**src/rtl/pipelined_cla_adder.sv**
```systemverilog
// pipelined_cla_adder: WIDTH-bit add/subtract, one 4-bit lookahead group resolved per pipeline stage
module pipelined_cla_adder #(
  parameter int WIDTH = 16
) (
  input  logic             clk,
  input  logic             reset,
  input  logic             in_valid,
  output logic             in_ready,
  input  logic [WIDTH-1:0] A,
  input  logic [WIDTH-1:0] B,
  input  logic             carryin,
  input  logic             sub,
  output logic             out_valid,
  input  logic             out_ready,
  output logic [WIDTH-1:0] sum,
  output logic             carry,
  output logic             overflow,
  output logic             zero
);
  localparam int GROUPS = WIDTH / 4;
  logic             adv;
  logic             v_r [GROUPS];
  logic [WIDTH-1:0] a_r [GROUPS];
  logic [WIDTH-1:0] b_r [GROUPS];
  logic [WIDTH-1:0] s_r [GROUPS];
  logic             c_r [GROUPS];
  logic [WIDTH-1:0] ns  [GROUPS];
  logic             co  [GROUPS];
  logic             cm  [GROUPS];
  logic [3:0]       gs  [GROUPS];
  function automatic logic [5:0] cla4(input logic [3:0] a, input logic [3:0] b, input logic c0);
    logic [3:0] g;
    logic [3:0] p;
    logic c1, c2, c3, c4;
    g  = a & b;
    p  = a ^ b;
    c1 = g[0] | (p[0] & c0);
    c2 = g[1] | (p[1] & g[0]) | (p[1] & p[0] & c0);
    c3 = g[2] | (p[2] & g[1]) | (p[2] & p[1] & g[0]) | (p[2] & p[1] & p[0] & c0);
    c4 = g[3] | (p[3] & g[2]) | (p[3] & p[2] & g[1]) | (p[3] & p[2] & p[1] & g[0]) | ((&p) & c0);
    return {c4, c3, p ^ {c3, c2, c1, c0}};
  endfunction
  assign adv      = !out_valid || out_ready;
  assign in_ready = adv;
  // resolve group k of the operation sitting in stage k and merge its sum bits
  always_comb begin
    for (int k = 0; k < GROUPS; k++) begin
      {co[k], cm[k], gs[k]} = cla4(a_r[k][4*k +: 4], b_r[k][4*k +: 4], c_r[k]);
      ns[k]                 = s_r[k];
      ns[k][4*k +: 4]       = gs[k];
    end
  end
  // whole pipeline advances together or holds together; the last stage produces result and flags
  always_ff @(posedge clk or posedge reset) begin
    if (reset) begin
      for (int k = 0; k < GROUPS; k++) begin
        v_r[k] <= 1'b0;
        a_r[k] <= '0;
        b_r[k] <= '0;
        s_r[k] <= '0;
        c_r[k] <= 1'b0;
      end
      out_valid <= 1'b0;
      sum       <= '0;
      carry     <= 1'b0;
      overflow  <= 1'b0;
      zero      <= 1'b0;
    end else if (adv) begin
      v_r[0] <= in_valid;
      a_r[0] <= A;
      b_r[0] <= sub ? ~B : B;
      s_r[0] <= '0;
      c_r[0] <= sub | carryin;
      for (int k = 1; k < GROUPS; k++) begin
        v_r[k] <= v_r[k-1];
        a_r[k] <= a_r[k-1];
        b_r[k] <= b_r[k-1];
        s_r[k] <= ns[k-1];
        c_r[k] <= co[k-1];
      end
      out_valid <= v_r[GROUPS-1];
      sum       <= ns[GROUPS-1];
      carry     <= co[GROUPS-1];
      overflow  <= cm[GROUPS-1] ^ co[GROUPS-1];
      zero      <= ~|ns[GROUPS-1];
    end
  end
endmodule

```
**config.mk**
```make
export PLATFORM = sky130hd
export DESIGN_NAME = pipelined_cla_adder
export DESIGN_NICKNAME = d
export VERILOG_FILES = /design/src/rtl/pipelined_cla_adder.sv
export SDC_FILE = /design/constraint.sdc
export NUM_CORES = 1
export LEC_CHECK = 0
export CAP_MARGIN = 25
export CORE_ASPECT_RATIO = 1.2
export CORE_MARGIN = 1
export CORE_UTILIZATION = 56
export DETAILED_ROUTE_END_ITERATION = 7
export PLACE_DENSITY = 0.79
export SLEW_MARGIN = 20
export SYNTH_ARGS = -nofsm -noshare
export SYNTH_HDL_FRONTEND = slang
export SYNTH_SLANG_ARGS = --single-unit
```
**constraint.sdc**
```tcl
create_clock -name clk -period 5.12 [get_ports clk]
set_input_delay 1.28 -clock clk [delete_from_list [all_inputs] [get_ports clk]]
set_output_delay 1.28 -clock clk [all_outputs]
set_load 0.005 [all_outputs]
```
==> summary.txt <==
Setup path
  – RR Startpoint: out_valid$_DFFE_PP0P_
  – CP max stage delay: 510 ps
  – Crit path kind: input port to output pin
  – FF-to-FF path depth: 6
  – CP cell instances: clkdlybuf4s50_1 > nor2b_4 > clkinv_2 > clkdlybuf4s50_1
  – CP max FO: 2
  – Worst r2r dst: zero$_DFFE_PP0P_
  – Slowest library cell on the worst path: clkdlybuf4s50_1
  – Worst endpoint required time: 3840 ps
  – Critical Path End Type: output pin
  – Crit-path most repeated cell: clkdlybuf4s50_1
  – Worst EP arrival: 2380 ps
  – FF-to-FF setup slack: 2900 ps
  – CP startpoint kind: input port

Detailed routing
  – Vias: slightly below 4000
  – # DRC: 0
  – Detailed Route Iter0 Violations: 217
  – Routed WL: 9950 um
  – ANT nets after route: 0
  – Router iterations before antenna repair: 4
  – Mean routed wirelength per cell: 12.7 um
  – Vias per cell: 5.05

Power
  – Sw frac: about a third
  – Sw Pwr: 1470 uW
  – Internal: 2790 uW
  – Clock Power Share: about a quarter
  – Total Power: 4250 uW
  – Power Dens Cells: 631 nW/um^2
  – Comb pwr share: 33.4%
  – Maximum vdd drop: approximately 0.00034 V
  – Sequential power share: 42.4%
  – Leak: 0.00335 uW

STA
  – Worst Max-Slew Pin Slew: between 800 and 900 ps
  – Final count of hold timing violations: 0
  – Final worst-path cycle share: a little under three quarters
  – Final worst slack: 1460 ps
  – Slew Viols, Final: 0
  – RSZ-0062 raised after global routing: no
  – F_max: 273 MHz
  – Skew final: 8.64 ps
  – Relative slew slack: 43.7%
  – Min Clock Period, post-route: ~3700 ps
  – Final setup violation count: 0
  – Setup_tns: 0 ps

Flow run
  – Max_cap viols: 0

Global routing
  – Total track usage: roughly 22%
  – Largest net degree at the start of global routing: ~120
  – Gr ovfl total: 0
  – First-pass GRT wire length: about 18000 um
  – Vias in the first global route: 4000
  – Initial antenna violation count: 0

Synth
  – Async SR Flop Fraction: 100%
  – Seq/Total Area, Yosys: around 59%
  – Top cells by area, synth: dfrtp_1 59%, nand2_1 21%, xnor2_1 4.2%
  – Yosys Warn Count: 0
  – EDFF count, synth: 0
  – Post-synth top area share: 58.9%
  – Ys flop type: dfrtp_1
  – Post-Syn Area: 5600 um^2
  – Syn Area/Cell: around 9.3 um^2
  – Cells after Synth: 602
  – Count of cell types in the netlist: 32
  – Area leader, netlist: dfrtp_1
  – Mapped Nets: 660
  – Dominant cell by count in the synthesized netlist: nand2_1
  – Commonest cells post-synth: 308 x nand2_1, 132 x dfrtp_1, 27 x xnor2_1
  – Synthesized flop and latch total: about 130

CTS
  – Sink Count: 132
  – Post-CTS Setup Inserts: 0
  – Post-CTS sizing: 0
  – Clock root buffer master: clkbuf_16
  – Hold_buf cts: 0
  – CTS Buffer Depth: 2
  – # H-tree levels: 4
  – Clk pin slew, worst setup/hold paths: 50 ps
  – Num CTS Buffers: 17
  – CTS tree: yes
  – Clock latency on the worst-skew pair: 420 ps

Placement
  – Post-DP HPWL: 6200 um
  – GPL Wtd Cong: 0.760
  – IO Port Bufs: 58
  – DP Worst Slack: 1460 ps
  – Dpl cell area: 6220 um^2

Floorplanning
  – Row count: 39
  – Core area: 9610 um^2
  – IO Count: 59
  – Die area: approximately 10000 um^2
  – Die Y: 112 um
  – Starting Density: 58.3%
  – Die Wd: 93.3 um

Final layout
  – Post-route cell area: 6740 um^2
  – Layout cells sized above 1: 6.49%
  – Fin nets: 710
  – Footprint of the multi-input gates: roughly 2100 um^2
  – Filler cells: 736
  – Antenna fix cells: 0
  – P&R area growth vs syn: 20.2%
  – Reg area: 3300 um^2

Min path
  – Hold crit path type: flip-flop to flip-flop
  – Hold path startpoint: a_r[62]$_DFFE_PP0P_
  – Worst Hold End: a_r[62]$_DFFE_PP0P_
  – WHS Path Cells: 2

Status
  – Status: complete, no violations
-- kinds of logic (layout without fill, tap and decap cells) --
kind of cell | after synthesis | count (layout) | synth area share [%]
adders and majority gates | 20 | 20 | 5.00
muxes | 1 | 1 | 0.201
DFF | 132 | 132 | 58.9
xor gates and xnor gates | 28 | 28 | 4.38
AOI/OAI and AO/OA | 52 | 52 | 5.25
and+or+nand+nor | 329 | 329 | 22.8
buffers and inverters | 40 | 101 | 3.48
-- per-layer routing --
metal / GRT usage (%) / part of all wire, % / vias up / wire length, um
li1: - / - / 1976 / -
met2: 37.0 / 52 / 88 / 5120
met3: 6.42 / 3.9 / 17 / 385
met5: 0 / 0 / - / 0
met1: 26.8 / 43 / 1890 / 4240
met4: 9.44 / 2.0 / 0 / 197
-- through the flow --
stage	hold WS (ps)	utilization [%]	std cells
detailed placement	456	64.7	756
floorplan	430	-	602
global route	477	70.1	786
CTS	467	70.0	786
finish	465	70.1	786
global placement	442	64.7	756
-- worst max path at each step --
stage	startpoint	endpoint	slack, ps	cells past startpoint
after floorplan	reset	a_r[12]$_DFFE_PP0P_	310	1
after global placement	out_ready	in_ready	1470	4
after detailed placement	out_ready	in_ready	1460	4
after CTS	out_ready	in_ready	1460	4
after global routing	out_ready	in_ready	1390	4
final	out_ready	in_ready	1460	4
-- cell usage in the layout (no fill, tap or decap), types with 2 or more instances in the layout --
cell type	n
xnor2_1	27
o21ai_1	23
a21oi_1	18
ha_1	16
o21bai_1	3
clkdlybuf4s50_1	58
clkbuf_16	17
inv_1	4
clkinv_2	8
fa_1	4
clkinv_1	2
dfrtp_1	132
nand2_1	308
clkinvlp_4	4
buf_4	2
a21o_1	4
nor2_1	12
nand2b_1	2
-- power by group through the flow --
stage	Clock [uW]	Combinational [uW]	Sequential, uW
final	1030	1420	1800
after global routing	1100	1640	1860
after CTS	1050	1440	1800
after detailed placement	0	1420	1810
after global placement	0	1360	1790
after floorplan	0	1050	1740
-- registers in the layout, summed over array words and instances, names as in the netlist --
signal,count
c_r,4
b_r,40
zero,1
v_r,4
out_valid,1
overflow,1
ns,24
sum,16
carry,1
a_r,40
-- worst max-delay path, delay by kind of cell --
family	cells	cell delay, ps
buf+inv	3	1050
simple gates	1	60
-- cell type report --
type,instances,area share [%]
clock buffers,19,6.57
inverters,9,0.594
well taps,123,2.28
multi-input cells,430,31.3
clock inverters,11,0.966
flip-flops and latches,132,49.0
repair buffers,62,9.30
No activity file was read; power rests on OpenSTA's default activity.
